[config.mk]
export PLATFORM = sky130hd
export DESIGN_NAME = seg7_scan_drv_flat
export DESIGN_NICKNAME = d
export VERILOG_FILES = /design/src/rtl/seg7_scan_drv_if.sv /design/src/rtl/seg7_scan_drv.sv /design/src/flat_wrapper.sv
export SDC_FILE = /design/constraint.sdc
export NUM_CORES = 1
export LEC_CHECK = 0
export ABC_CLOCK_PERIOD_IN_PS = 11500
export BUFFER_PORTS_ARGS = -buffer_cell sky130_fd_sc_hd__buf_2
export CAP_MARGIN = 10
export CELL_PAD_IN_SITES_DETAIL_PLACEMENT = 0
export CELL_PAD_IN_SITES_GLOBAL_PLACEMENT = 1
export CORE_MARGIN = 2
export CORE_UTILIZATION = 44
export DETAILED_ROUTE_END_ITERATION = 16
export PLACE_DENSITY_LB_ADDON = 0.2
export SYNTH_ARGS = -nofsm -noshare
export SYNTH_HDL_FRONTEND = slang
export SYNTH_SLANG_ARGS = --single-unit
[constraint.sdc]
create_clock -name i_clock -period 11.5 [get_ports i_clock]
set_input_delay 1.725 -clock i_clock [delete_from_list [all_inputs] [get_ports i_clock]]
set_output_delay 1.725 -clock i_clock [all_outputs]
set_load 0.05 [all_outputs]
[src/rtl/seg7_scan_drv_if.sv]
// Display bus between a digit/attribute source and the seven-segment scanner.
// The master owns the digit data and display controls; the slave drives the pins.
interface seg7_scan_drv_if #(
    parameter int N_DIGITS = 8
);
    logic [6*N_DIGITS-1:0] digits;
    logic [N_DIGITS-1:0]   blink_mask;
    logic [2:0]            brightness;
    logic                  blank;
    logic [7:0]            dec_cat;
    logic [N_DIGITS-1:0]   an;

    modport master (
        output digits,
        output blink_mask,
        output brightness,
        output blank,
        input  dec_cat,
        input  an
    );

    modport slave (
        input  digits,
        input  blink_mask,
        input  brightness,
        input  blank,
        output dec_cat,
        output an
    );
endinterface

[src/rtl/seg7_scan_drv.sv]
// Multiplexed seven-segment scanner: per-digit hex/dp/enable, blink, PWM brightness, blank.
// Outputs registered with 1-cycle latency; no backpressure, scanning free-runs.
module seg7_scan_drv #(
    parameter int N_DIGITS       = 8,
    parameter int REFRESH_CYCLES = 100000,
    parameter int BLINK_SLOTS    = 500
) (
    input  logic           i_clock,
    input  logic           i_reset,
    seg7_scan_drv_if.slave bus
);
    localparam int CW = $clog2(REFRESH_CYCLES);
    localparam int SW = $clog2(N_DIGITS);
    localparam int BW = $clog2(BLINK_SLOTS) + 1;
    localparam int PW = REFRESH_CYCLES / 8;

    localparam logic [CW-1:0] CNT_LAST   = CW'(REFRESH_CYCLES - 1);
    localparam logic [SW-1:0] SEL_LAST   = SW'(N_DIGITS - 1);
    localparam logic [BW-1:0] BLINK_LAST = BW'(BLINK_SLOTS - 1);

    logic [CW-1:0]       r_cnt;
    logic [SW-1:0]       r_sel;
    logic [BW-1:0]       r_blink_cnt;
    logic                r_blink_phase;
    logic [2:0]          r_bright_q;
    logic [N_DIGITS-1:0] r_an;
    logic [7:0]          r_dec_cat;

    logic                w_slot_tick;
    logic [5:0]          w_dig;
    logic                w_blink_sel;
    logic [CW:0]         w_lit_lim;
    logic                w_lit;
    logic [N_DIGITS-1:0] w_an_nxt;
    logic [7:0]          w_dec_nxt;

    function automatic logic [6:0] seg_font(input logic [3:0] hex);
        logic [6:0] seg;
        case (hex)
            4'h0:    seg = 7'b1000000;
            4'h1:    seg = 7'b1111001;
            4'h2:    seg = 7'b0100100;
            4'h3:    seg = 7'b0110000;
            4'h4:    seg = 7'b0011001;
            4'h5:    seg = 7'b0010010;
            4'h6:    seg = 7'b0000010;
            4'h7:    seg = 7'b1111000;
            4'h8:    seg = 7'b0000000;
            4'h9:    seg = 7'b0010000;
            4'hA:    seg = 7'b0001000;
            4'hB:    seg = 7'b0000011;
            4'hC:    seg = 7'b1000110;
            4'hD:    seg = 7'b0100001;
            4'hE:    seg = 7'b0000110;
            default: seg = 7'b0001110;
        endcase
        return seg;
    endfunction

    assign w_slot_tick = (r_cnt == CNT_LAST);

    always_ff @(posedge i_clock) begin
        if (i_reset) begin
            r_cnt      <= '0;
            r_sel      <= '0;
            r_bright_q <= 3'd7;
        end else if (w_slot_tick) begin
            r_cnt      <= '0;
            r_sel      <= (r_sel == SEL_LAST) ? '0 : r_sel + SW'(1);
            r_bright_q <= bus.brightness;
        end else begin
            r_cnt      <= r_cnt + CW'(1);
        end
    end

    // Blink phase advances on slot boundaries so it always changes together with sel.
    always_ff @(posedge i_clock) begin
        if (i_reset) begin
            r_blink_cnt   <= '0;
            r_blink_phase <= 1'b0;
        end else if (w_slot_tick) begin
            if (r_blink_cnt == BLINK_LAST) begin
                r_blink_cnt   <= '0;
                r_blink_phase <= ~r_blink_phase;
            end else begin
                r_blink_cnt   <= r_blink_cnt + BW'(1);
            end
        end
    end

    always_comb begin
        w_dig       = '0;
        w_blink_sel = 1'b0;
        for (int i = 0; i < N_DIGITS; i++) begin
            if (r_sel == SW'(i)) begin
                w_dig       = bus.digits[6*i +: 6];
                w_blink_sel = bus.blink_mask[i];
            end
        end
    end

    // PWM window: lit for the first (bright_q+1) eighths of the slot.
    assign w_lit_lim = (CW+1)'(PW * (int'(r_bright_q) + 1));

    assign w_lit = w_dig[5]
                 & ~bus.blank
                 & ~(w_blink_sel & r_blink_phase)
                 & ({1'b0, r_cnt} < w_lit_lim);

    always_comb begin
        w_an_nxt = '1;
        for (int i = 0; i < N_DIGITS; i++) begin
            if (w_lit && (r_sel == SW'(i))) begin
                w_an_nxt[N_DIGITS-1-i] = 1'b0;
            end
        end
    end

    // Cathodes follow the selected digit even while its anode is dark.
    assign w_dec_nxt = {seg_font(w_dig[4:1]), ~w_dig[0]};

    always_ff @(posedge i_clock) begin
        if (i_reset) begin
            r_an      <= '1;
            r_dec_cat <= 8'hFF;
        end else begin
            r_an      <= w_an_nxt;
            r_dec_cat <= w_dec_nxt;
        end
    end

    assign bus.an      = r_an;
    assign bus.dec_cat = r_dec_cat;
endmodule

[src/flat_wrapper.sv]
// flat-port wrapper written by rule: the top's interface ports become plain ports
module seg7_scan_drv_flat 
#(
    parameter int N_DIGITS       = 8,
    parameter int REFRESH_CYCLES = 100000,
    parameter int BLINK_SLOTS    = 500
)
  (i_clock, i_reset, bus_digits, bus_blink_mask, bus_brightness, bus_blank, bus_dec_cat, bus_an);
  seg7_scan_drv_if #(.N_DIGITS(N_DIGITS)) bus_i ();
  input  logic i_clock;
  input  logic i_reset;
  input wire logic [$bits(bus_i.digits)-1:0] bus_digits;
  input wire logic [$bits(bus_i.blink_mask)-1:0] bus_blink_mask;
  input wire logic [$bits(bus_i.brightness)-1:0] bus_brightness;
  input wire logic [$bits(bus_i.blank)-1:0] bus_blank;
  output wire logic [$bits(bus_i.dec_cat)-1:0] bus_dec_cat;
  output wire logic [$bits(bus_i.an)-1:0] bus_an;
  assign bus_i.digits = bus_digits;
  assign bus_i.blink_mask = bus_blink_mask;
  assign bus_i.brightness = bus_brightness;
  assign bus_i.blank = bus_blank;
  assign bus_dec_cat = bus_i.dec_cat;
  assign bus_an = bus_i.an;
  seg7_scan_drv #(.N_DIGITS(N_DIGITS), .REFRESH_CYCLES(REFRESH_CYCLES), .BLINK_SLOTS(BLINK_SLOTS)) u_core (.i_clock(i_clock), .i_reset(i_reset), .bus(bus_i));
endmodule
; After elaboration in Yosys (flattened, before gate mapping)
; Memories as Yosys holds them, arrays and structs flattened. A register that Yosys moved wholly into a read port is not among the register bits.
; Index checks and enable logic that the tools add are counted.
[classes]
n_addsub = 4
n_mul = 1
mux = 26
n_eq_ne = 9
n_lt_le_gt_ge = 1
reduce_logical = 11
bitwise = 8
[op_table]
columns = operator, count
row1 = $mux 6, 8
row2 = $mul 13x32->16 const A, 1
row3 = $lt 17x18->1, 1
row4 = $add 17x1->17 const B, 1
row5 = $eq 17x17->1 const B, 1
row6 = $mux 1, 16
row7 = $eq 3x3->1 const B, 4
row8 = $add 10x1->10 const B, 1
row9 = $eq 10x9->1 const B, 1
row10 = $mux 10, 1
row11 = $logic_and 1x1->1, 8
row12 = $eq 3x2->1 const B, 2
row13 = $add 3x1->4 const B, 1
row14 = $and 1x1->1, 4
row15 = $not 1->1, 4
row16 = $add 3x1->3 const B, 1
row17 = $eq 3x1->1 const B, 1
row18 = $logic_not 3->1, 1
row19 = $mux 3, 1
row20 = $reduce_and 2->1, 1
row21 = $reduce_or 2->1, 1
[word_totals]
word_cells = 68
out_inout_bits = 16
register_bits = 50
in_bits = 62
n_memories = 1
romBits = 112
[memory_table]
columns = memory, depth, width, rd, rd_clocked_by_memory_dff, wr, line_no
row1 = (name not given), 16, 7, 1, 1, 0, seg7_scan_drv.sv:39  ; case (hex)

; Longest topological paths before layout
; Gate-level depths: netlist (run 1).
[depth]
depth_word = 15
ltp_mapped = 18
depth_no_buf = 17

; Least setup slack after synthesis (run 1)
; Ideal clock, no wire load.
[synth_path]
path_kind = register to register
from = reg u_core.r_bright_q[0]
to = reg u_core.r_an[3], in the netlist u_core.bus.an[3]
setup_time_ps = 138
path_slack_ps = 7385
t_arrival_ps = 3977
t_required_ps = 11362
path_buffers = 1
path_stages_with_launch = 18
period_less_slack_ps = 4115
cell_sequence = dfxtp_1 buf_2 inv_1 ha_1 ha_1 ha_1 ha_1 a21oi_1 a2bb2oi_1 o31ai_1 a21boi_0 xor2_1 ha_1 or3_1 a221oi_1 o21a_1 o31a_1 nand4_1
[synth_via]
elab_chain_len = 6
[synth_rtl]
columns = element, line_no
row1 = start: declaration, seg7_scan_drv.sv:25  ; logic [2:0] r_bright_q;
row2 = start signal: assignment, seg7_scan_drv.sv:70  ; r_bright_q <= bus.brightness;
row3 = $add 3x1->4, seg7_scan_drv.sv:103  ; assign w_lit_lim = (CW+1)'(PW * (int'(r_bright_q) + 1));
row4 = $mul 13x32->16, seg7_scan_drv.sv:103
row5 = $lt 17x18->1, seg7_scan_drv.sv:108  ; & ({1'b0, r_cnt} < w_lit_lim);
row6 = $and 1x1->1, seg7_scan_drv.sv:108
row7 = $logic_and 1x1->1, seg7_scan_drv.sv:113  ; if (w_lit && (r_sel == SW'(i))) begin
row8 = $mux 1, seg7_scan_drv.sv:113
row9 = end signal: assignment, seg7_scan_drv.sv:127  ; r_an <= w_an_nxt;
row10 = end: declaration, seg7_scan_drv.sv:26  ; logic [N_DIGITS-1:0] r_an;
; Every way passes these cells.
; A chain may end at the register's enable or synchronous reset.

; Worst setup path in the final report (run 1)
; Ends and elaborated chain as after synthesis.

==> results of run 1 <==
-- layout make-up --
type	instances	area (µm²)	share of cell area, %
multi-input cells	351	2430	58.7
inverters	24	90.1	2.18
well taps	105	131	3.18
repair buffers	77	385	9.32
clock inverters	2	16.3	0.393
clock buffers	6	82.6	2.00
flip-flops and latches	50	1000	24.2
-- power by group through the flow --
stage	Combinational (mW)	Clock, mW	Sequential [mW]
final	0.0427	0.112	0.178
after CTS	0.0430	0.116	0.178
after global placement	0.0427	0	0.182
after global routing	0.0471	0.122	0.179
after detailed placement	0.0427	0	0.182
after floorplan	0.0174	0	0.191
-- per-layer routing --
layer / GRT usage [%] / wire [µm] / vias up
met5: 0 / 0 / -
met4: 5.56 / 83 / 0
met3: 3.03 / 467 / 10
met2: 34.5 / 4250 / 84
met1: 26.0 / 4220 / 1537
li1: - / - / 1730
-- cell usage after synthesis (2+ instances only) --
library cell  number  area [µm²]
o211ai_1           7        52.6
o21a_1             4        30.0
or3_1              6        37.5
nand3b_1           6        45.0
nor4b_1            2        17.5
o31a_1             3        26.3
a2111oi_0          2        17.5
mux2i_1            4        40.0
nor4_1             3        18.8
a211oi_1           6        45.0
nand4_1           10        62.6
nor2_1            40         150
a221oi_1           6        52.6
buf_2              8        40.0
o21ai_1            2        10.0
nand3_1           24         120
buf_6              3        33.8
a21oi_1           28         140
nor3b_1            2        15.0
dfxtp_1           50        1000
nor3_1             4        20.0
and3_1             4        25.0
a21o_1             3        22.5
and2_1             2        12.5
buf_4              2        15.0
or3b_2             2        17.5
nor4bb_1           2        20.0
a31oi_1            7        43.8
o21ai_0           19        95.1
and4_1             3        26.3
xnor2_1           15         131
xor2_1            17         149
o221ai_1           2        17.5
o31ai_1            2        15.0
clkbuf_1           8        30.0
inv_1             22        82.6
nand2_1           45         169
ha_1              45         563
nor2b_1            2        12.5
-- sequential cells by signal, indices dropped and copies added (netlist names) --
signal,count
u_core.r_blink_cnt,10
u_core.r_cnt,17
u_core.r_sel,3
u_core.r_bright_q,3
u_core.r_blink_phase,1
u_core.bus.dec_cat,8
u_core.bus.an,8
-- kinds of logic after synthesis --
family / after synthesis / synth area share (%)
compound gates: 104 / 19.0
mux: 6 / 1.82
flops: 50 / 27.5
fa+ha+maj: 45 / 15.5
buf+inv: 46 / 5.84
simple gates: 164 / 22.8
xor+xnor: 32 / 7.69
-- final timing paths --
check	start	endpoint	slack, ns	depth (start not counted)
setup / recovery	u_core.r_bright_q[0]	u_core.bus.an[3]	6.72	16
setup reg to reg	u_core.r_bright_q[0]	u_core.bus.an[3]	6.72	16
hold / removal	u_core.r_blink_cnt[9]	u_core.r_blink_cnt[9]	0.50	2
hold reg to reg	u_core.r_blink_cnt[9]	u_core.r_blink_cnt[9]	0.50	2
-- per-stage QoR --
stage          power, mW  util (%)
6_report           0.333      50.9
5_1_grt            0.348      50.9
4_1_cts            0.337      50.9
3_5_place_dp       0.225      49.6
3_3_place_gp       0.225      49.6
2_1_floorplan      0.208         -
-- worst reg2reg max path: stages, from the launching register on --
cell and delay [ns]:
dfxtp_1 0.54, inv_1 0.20, ha_1 0.42, ha_1 0.34, ha_1 0.29, ha_1 0.33
a21oi_1 0.08, a2bb2oi_1 0.15, o31ai_1 0.49, a21boi_0 0.21, xor2_1 0.18, ha_1 0.20
or3_1 0.31, a221oi_1 0.27, o21a_1 0.18, o31a_1 0.31, nand4_1 0.13
==> impl_metrics.env, run 1 <==
export IMPL_ys_types=64
export IMPL_num_antenna_cells=0
export IMPL_ys_async_sr_fraction_pct=0
export IMPL_p_sw_share_pct=26.9
export IMPL_fin_cells=615
export IMPL_drive_above_1_share_pct=18.4
export IMPL_grt_start_max_net_pins=30
export IMPL_place_area_um2=4040
export IMPL_cp_data_arrival_time_ns=4.92
export IMPL_netlist_instances=447
export IMPL_cp_common_cell="ha_1"
export IMPL_numPortBuffers=77
export IMPL_maxSlewViolCount=0
export IMPL_clock_sinks=50
export IMPL_die_w_um=95
export IMPL_fin_setup_tns_ns=0
export IMPL_worst_path_buf_inv=1
export IMPL_power_frac_clock_pct=33.7
export IMPL_die_area_um2=9030
export IMPL_dp_cells=607
export IMPL_route_detailed_drc=0
export IMPL_ys_flop_type="dfxtp_1"
export IMPL_ir_drop_mv=0.0361
export IMPL_clk_path_buf_depth=2
export IMPL_syn_nets=554
export IMPL_gp_congestion=0.873
export IMPL_cts_buffers=5
export IMPL_synth_edf_count=0
export IMPL_clock_skew_ns=0.0107
export IMPL_leakagePower_nw=1.78
export IMPL_ys_ff_latch=50
export IMPL_start_util_pct=44.8
export IMPL_final_area_um2=4140
export IMPL_finalHoldViolCount=0
export IMPL_setup_violations=0
export IMPL_maxSlewHeadroom_pct=27.6
export IMPL_die_height_um=95
export IMPL_cts_hold_buffers=0
export IMPL_path_class="register to register"
export IMPL_power_switching_mw=0.0897
export IMPL_syn_avg_cell_area_um2=8.15
export IMPL_routed_wl_um=9020
export IMPL_grt_pass1_vias=3163
export IMPL_fin_nets=616
export IMPL_post_cts_buffers=0
export IMPL_power_density_nw_per_um2=80.5
export IMPL_track_usage_pct=20.0
export IMPL_final_common_cell="buf_2"
export IMPL_critPathCaptureType="register"
export IMPL_hold_worst_slack_ns=0.497
export IMPL_core_area_um2=8130
export IMPL_cts_tree="yes"
export IMPL_internal_power_mw=0.243
export IMPL_viasPerCell=5.47
export IMPL_io_pins=78
export IMPL_vias=3361
export IMPL_outcome="finished clean"
export IMPL_grt_pass1_wl_um=14600
export IMPL_rsz0062_at_grt="no"
export IMPL_worst_pin_slew_ns=1.08
export IMPL_final_cell_mix="77 x buf_2, 50 x dfxtp_1, 45 x nand2_1, 45 x ha_1, 40 x nor2_1"
export IMPL_holdCritPathClass="register to register"
export IMPL_grt_overflow=0
export IMPL_drt_initial_drc_count=121
export IMPL_setup_ws_ns=6.72
export IMPL_fmax_ghz=0.209
export IMPL_drtPass1Iterations=4
export IMPL_pre_cts_ws_ns=6.83
export IMPL_seq_power_share_pct=53.5
export IMPL_p_comb_share_pct=12.8
export IMPL_dpl_hpwl_um=6850
export IMPL_cp_slowest_stage_delay_ns=0.54
export IMPL_syn_cell_area_um2=3640
export IMPL_critPathMaxFanout=9
export IMPL_antenna_found_initial=0
export IMPL_maxCapViolCount=0
export IMPL_ctsResizeCount=0
export IMPL_path_cells="inv_1, ha_1, ha_1, ha_1, ha_1, a21oi_1, a2bb2oi_1, o31ai_1, a21boi_0, xor2_1, ha_1, or3_1, a221oi_1, o21a_1, o31a_1, nand4_1"
export IMPL_period_share_pct=41.6
export IMPL_clk_pin_slew_ns=0.10
export IMPL_clkLatencyLatePin_ns=0.31
export IMPL_synth_yosys_seq_area_share_pct=27.5
export IMPL_fp_row_count=33
export IMPL_area_growth_pct=13.5
export IMPL_fillers=802
export IMPL_required_ns=11.64
export IMPL_root_buffer="clkbuf_8"
export IMPL_yosys_warnings=0
export IMPL_period_minus_slack_ns=4.78
export IMPL_drt_wirelength_per_cell_um=14.7
export IMPL_worstSetupStartpointType="register"
export IMPL_cts_htree_levels=2
export IMPL_critPathSlowestCell="dfxtp_1"
export IMPL_critPathTopFamily="compound AO/OA/AOI/OAI gates"
export IMPL_postRouteAntennaNets=0
Power figures use the tool's default switching activity.
==> inputs of run 2 (changes only) <==
--- a/config.mk
+++ b/config.mk
@@ -5,13 +5,13 @@
 export SDC_FILE = /design/constraint.sdc
 export NUM_CORES = 1
 export LEC_CHECK = 0
-export ABC_CLOCK_PERIOD_IN_PS = 11500
+export ABC_CLOCK_PERIOD_IN_PS = 4470
 export BUFFER_PORTS_ARGS = -buffer_cell sky130_fd_sc_hd__buf_2
 export CAP_MARGIN = 10
 export CELL_PAD_IN_SITES_DETAIL_PLACEMENT = 0
 export CELL_PAD_IN_SITES_GLOBAL_PLACEMENT = 1
 export CORE_MARGIN = 2
-export CORE_UTILIZATION = 44
+export CORE_UTILIZATION = 41
 export DETAILED_ROUTE_END_ITERATION = 16
 export PLACE_DENSITY_LB_ADDON = 0.2
 export SYNTH_ARGS = -nofsm -noshare
==> constraint.sdc (replaced) <==
create_clock -name i_clock -period 4.47 [get_ports i_clock]
set_input_delay 0.6705 -clock i_clock [delete_from_list [all_inputs] [get_ports i_clock]]
set_output_delay 0.6705 -clock i_clock [all_outputs]
set_load 0.05 [all_outputs]
==> run 2 against run 1 <==
Compared with the run above: combinational power rose to 2.6 times the previous value; total power rose to 2.7 times the previous value; clock power increased to 2.8 times the previous value; register-to-register slack worse by 6.4 ns; utilization is 2.7 points lower; routed wire length up 1.5%; first-iteration DRC count grew 5.0%; die area increased by 7.0%; sequential cell count is the same.
==> impl_metrics.env, run 2 (synthesis results as in run 1) <==
export IMPL_track_usage_pct=18.9
export IMPL_die_w_um=98.3
export IMPL_critPathMaxFanout=8
export IMPL_final_common_cell="buf_2"
export IMPL_worst_pin_slew_ns=1.12
export IMPL_final_area_um2=4180
export IMPL_period_minus_slack_ns=4.15
export IMPL_worstSetupStartpointType="register"
export IMPL_maxCapViolCount=0
export IMPL_drt_wirelength_per_cell_um=14.7
export IMPL_outcome="finished clean"
export IMPL_gp_congestion=0.829
export IMPL_clk_path_buf_depth=2
export IMPL_fmax_ghz=0.241
export IMPL_maxSlewHeadroom_pct=25.1
export IMPL_rsz0062_at_grt="no"
export IMPL_holdCritPathClass="register to register"
export IMPL_largest_register="u_core.r_cnt"
export IMPL_dpl_hpwl_um=7000
export IMPL_root_buffer="clkbuf_8"
export IMPL_fillers=904
export IMPL_cp_data_arrival_time_ns=4.28
export IMPL_setup_violations=0
export IMPL_grt_start_max_net_pins=30
export IMPL_final_cell_mix="77 x buf_2, 50 x dfxtp_1, 45 x nand2_1, 45 x ha_1, 40 x nor2_1"
export IMPL_clock_skew_ns=0.0107
export IMPL_finalHoldViolCount=0
export IMPL_drtPass1Iterations=4
export IMPL_reg_top3="u_core.r_cnt x17, u_core.r_blink_cnt x10"
export IMPL_period_share_pct=92.8
export IMPL_num_antenna_cells=0
export IMPL_path_class="register to register"
export IMPL_power_mw=0.883
export IMPL_io_pins=78
export IMPL_die_height_um=98.3
export IMPL_cts_htree_levels=2
export IMPL_cts_buffers=5
export IMPL_fp_row_count=34
export IMPL_fin_nets=619
export IMPL_core_area_um2=8680
export IMPL_largest_register_ffs=17
export IMPL_cts_tree="yes"
export IMPL_area_growth_pct=14.7
export IMPL_route_detailed_drc=0
export IMPL_ir_drop_mv=0.113
export IMPL_clk_pin_slew_ns=0.09
export IMPL_maxSlewViolCount=0
export IMPL_clkLatencyLatePin_ns=0.30
export IMPL_clock_sinks=50
export IMPL_required_ns=4.61
export IMPL_grt_overflow=0
export IMPL_critPathCaptureType="register"
export IMPL_fin_setup_tns_ns=0
export IMPL_fin_util_pct=48.2
export IMPL_numPortBuffers=77
export IMPL_grt_pass1_vias=3173
export IMPL_grt_pass1_wl_um=15200
export IMPL_register_area_um2=1000
export IMPL_leakagePower_nw=1.80
export IMPL_antenna_found_initial=0
export IMPL_viasPerCell=5.45
export IMPL_multiInputGateArea_um2=2440
export IMPL_routed_wl_um=9150
export IMPL_drt_initial_drc_count=127
export IMPL_vias=3382
export IMPL_place_area_um2=4060
export IMPL_hold_worst_slack_ns=0.498
export IMPL_die_area_um2=9660
export IMPL_power_density_nw_per_um2=211
export IMPL_start_util_pct=42.0
export IMPL_postRouteAntennaNets=0
export IMPL_drive_above_1_share_pct=18.9
## run 2: changes by cell type in the layout (fill, tap and decap cells not counted)
cell,before,now
a2111oi_1,0,1
clkbuf_1,0,1
o31ai_2,0,1
inv_6,1,0
a2111oi_0,2,1
bufinv_16,0,1
clkbuf_8,6,5
o31ai_1,2,1
buf_4,0,3
## run 2: cell type report
class	count	share of cell area [%]
Tap cell	108	3.23
Clock inverter	2	0.898
Multi-Input combinational cell	351	58.3
Clock buffer	6	1.74
Timing Repair Buffer	80	9.76
Inverter	24	2.16
Sequential cell	50	23.9
## run 2: worst paths after layout
check	slack, ns	cells after the start	end	start
worst min register to register	0.50	1	u_core.r_cnt[0]	u_core.r_cnt[0]
worst max register to register	0.32	16	u_core.bus.an[2]	u_core.r_bright_q[0]
worst min-delay path	0.50	1	u_core.r_cnt[0]	u_core.r_cnt[0]
worst max-delay path	0.32	16	u_core.bus.an[2]	u_core.r_bright_q[0]
## run 2: what timing repair did
action,in CTS,in global routing
endpoints found under the setup margin,0,8
hold buffers,0,0
endpoints found under the hold margin,0,0
buffers inserted,0,0
resized for setup,0,2
## run 2: critical path, cell delays in order (launching register included)
cell       delay (ns)
dfxtp_1          0.34
inv_1            0.11
ha_1             0.40
ha_1             0.33
ha_1             0.28
ha_1             0.33
a21oi_1          0.08
a2bb2oi_1        0.16
o31ai_2          0.33
a21boi_0         0.17
xor2_1           0.17
ha_1             0.20
or3_1            0.31
a221oi_1         0.21
o21a_1           0.16
o31a_1           0.30
nand4_1          0.12
## run 2: metal layers
| metal | vias to the layer above | GRT usage (%) | wire length (µm) |
|---|---|---|---|
| li1 | 1736 | - | - |
| met1 | 1554 | 24.9 | 4260 |
| met3 | 8 | 3.51 | 487 |
| met2 | 84 | 32.3 | 4310 |
| met4 | 0 | 3.90 | 100 |
| met5 | - | 0 | 0 |
## run 2: power by group
part | internal, mW | switching (mW)
clock | 0.167 | 0.148
sequential | 0.454 | 0.00407
combinational | 0.0442 | 0.0654
## run 2: metrics by stage
step | instances | worst slack, ns
2_1_floorplan | 447 | 0.355
5_1_grt | 621 | 0.0106
3_5_place_dp | 613 | 0.209
3_3_place_gp | 613 | 0.249
6_report | 621 | 0.322
4_1_cts | 621 | 0.170
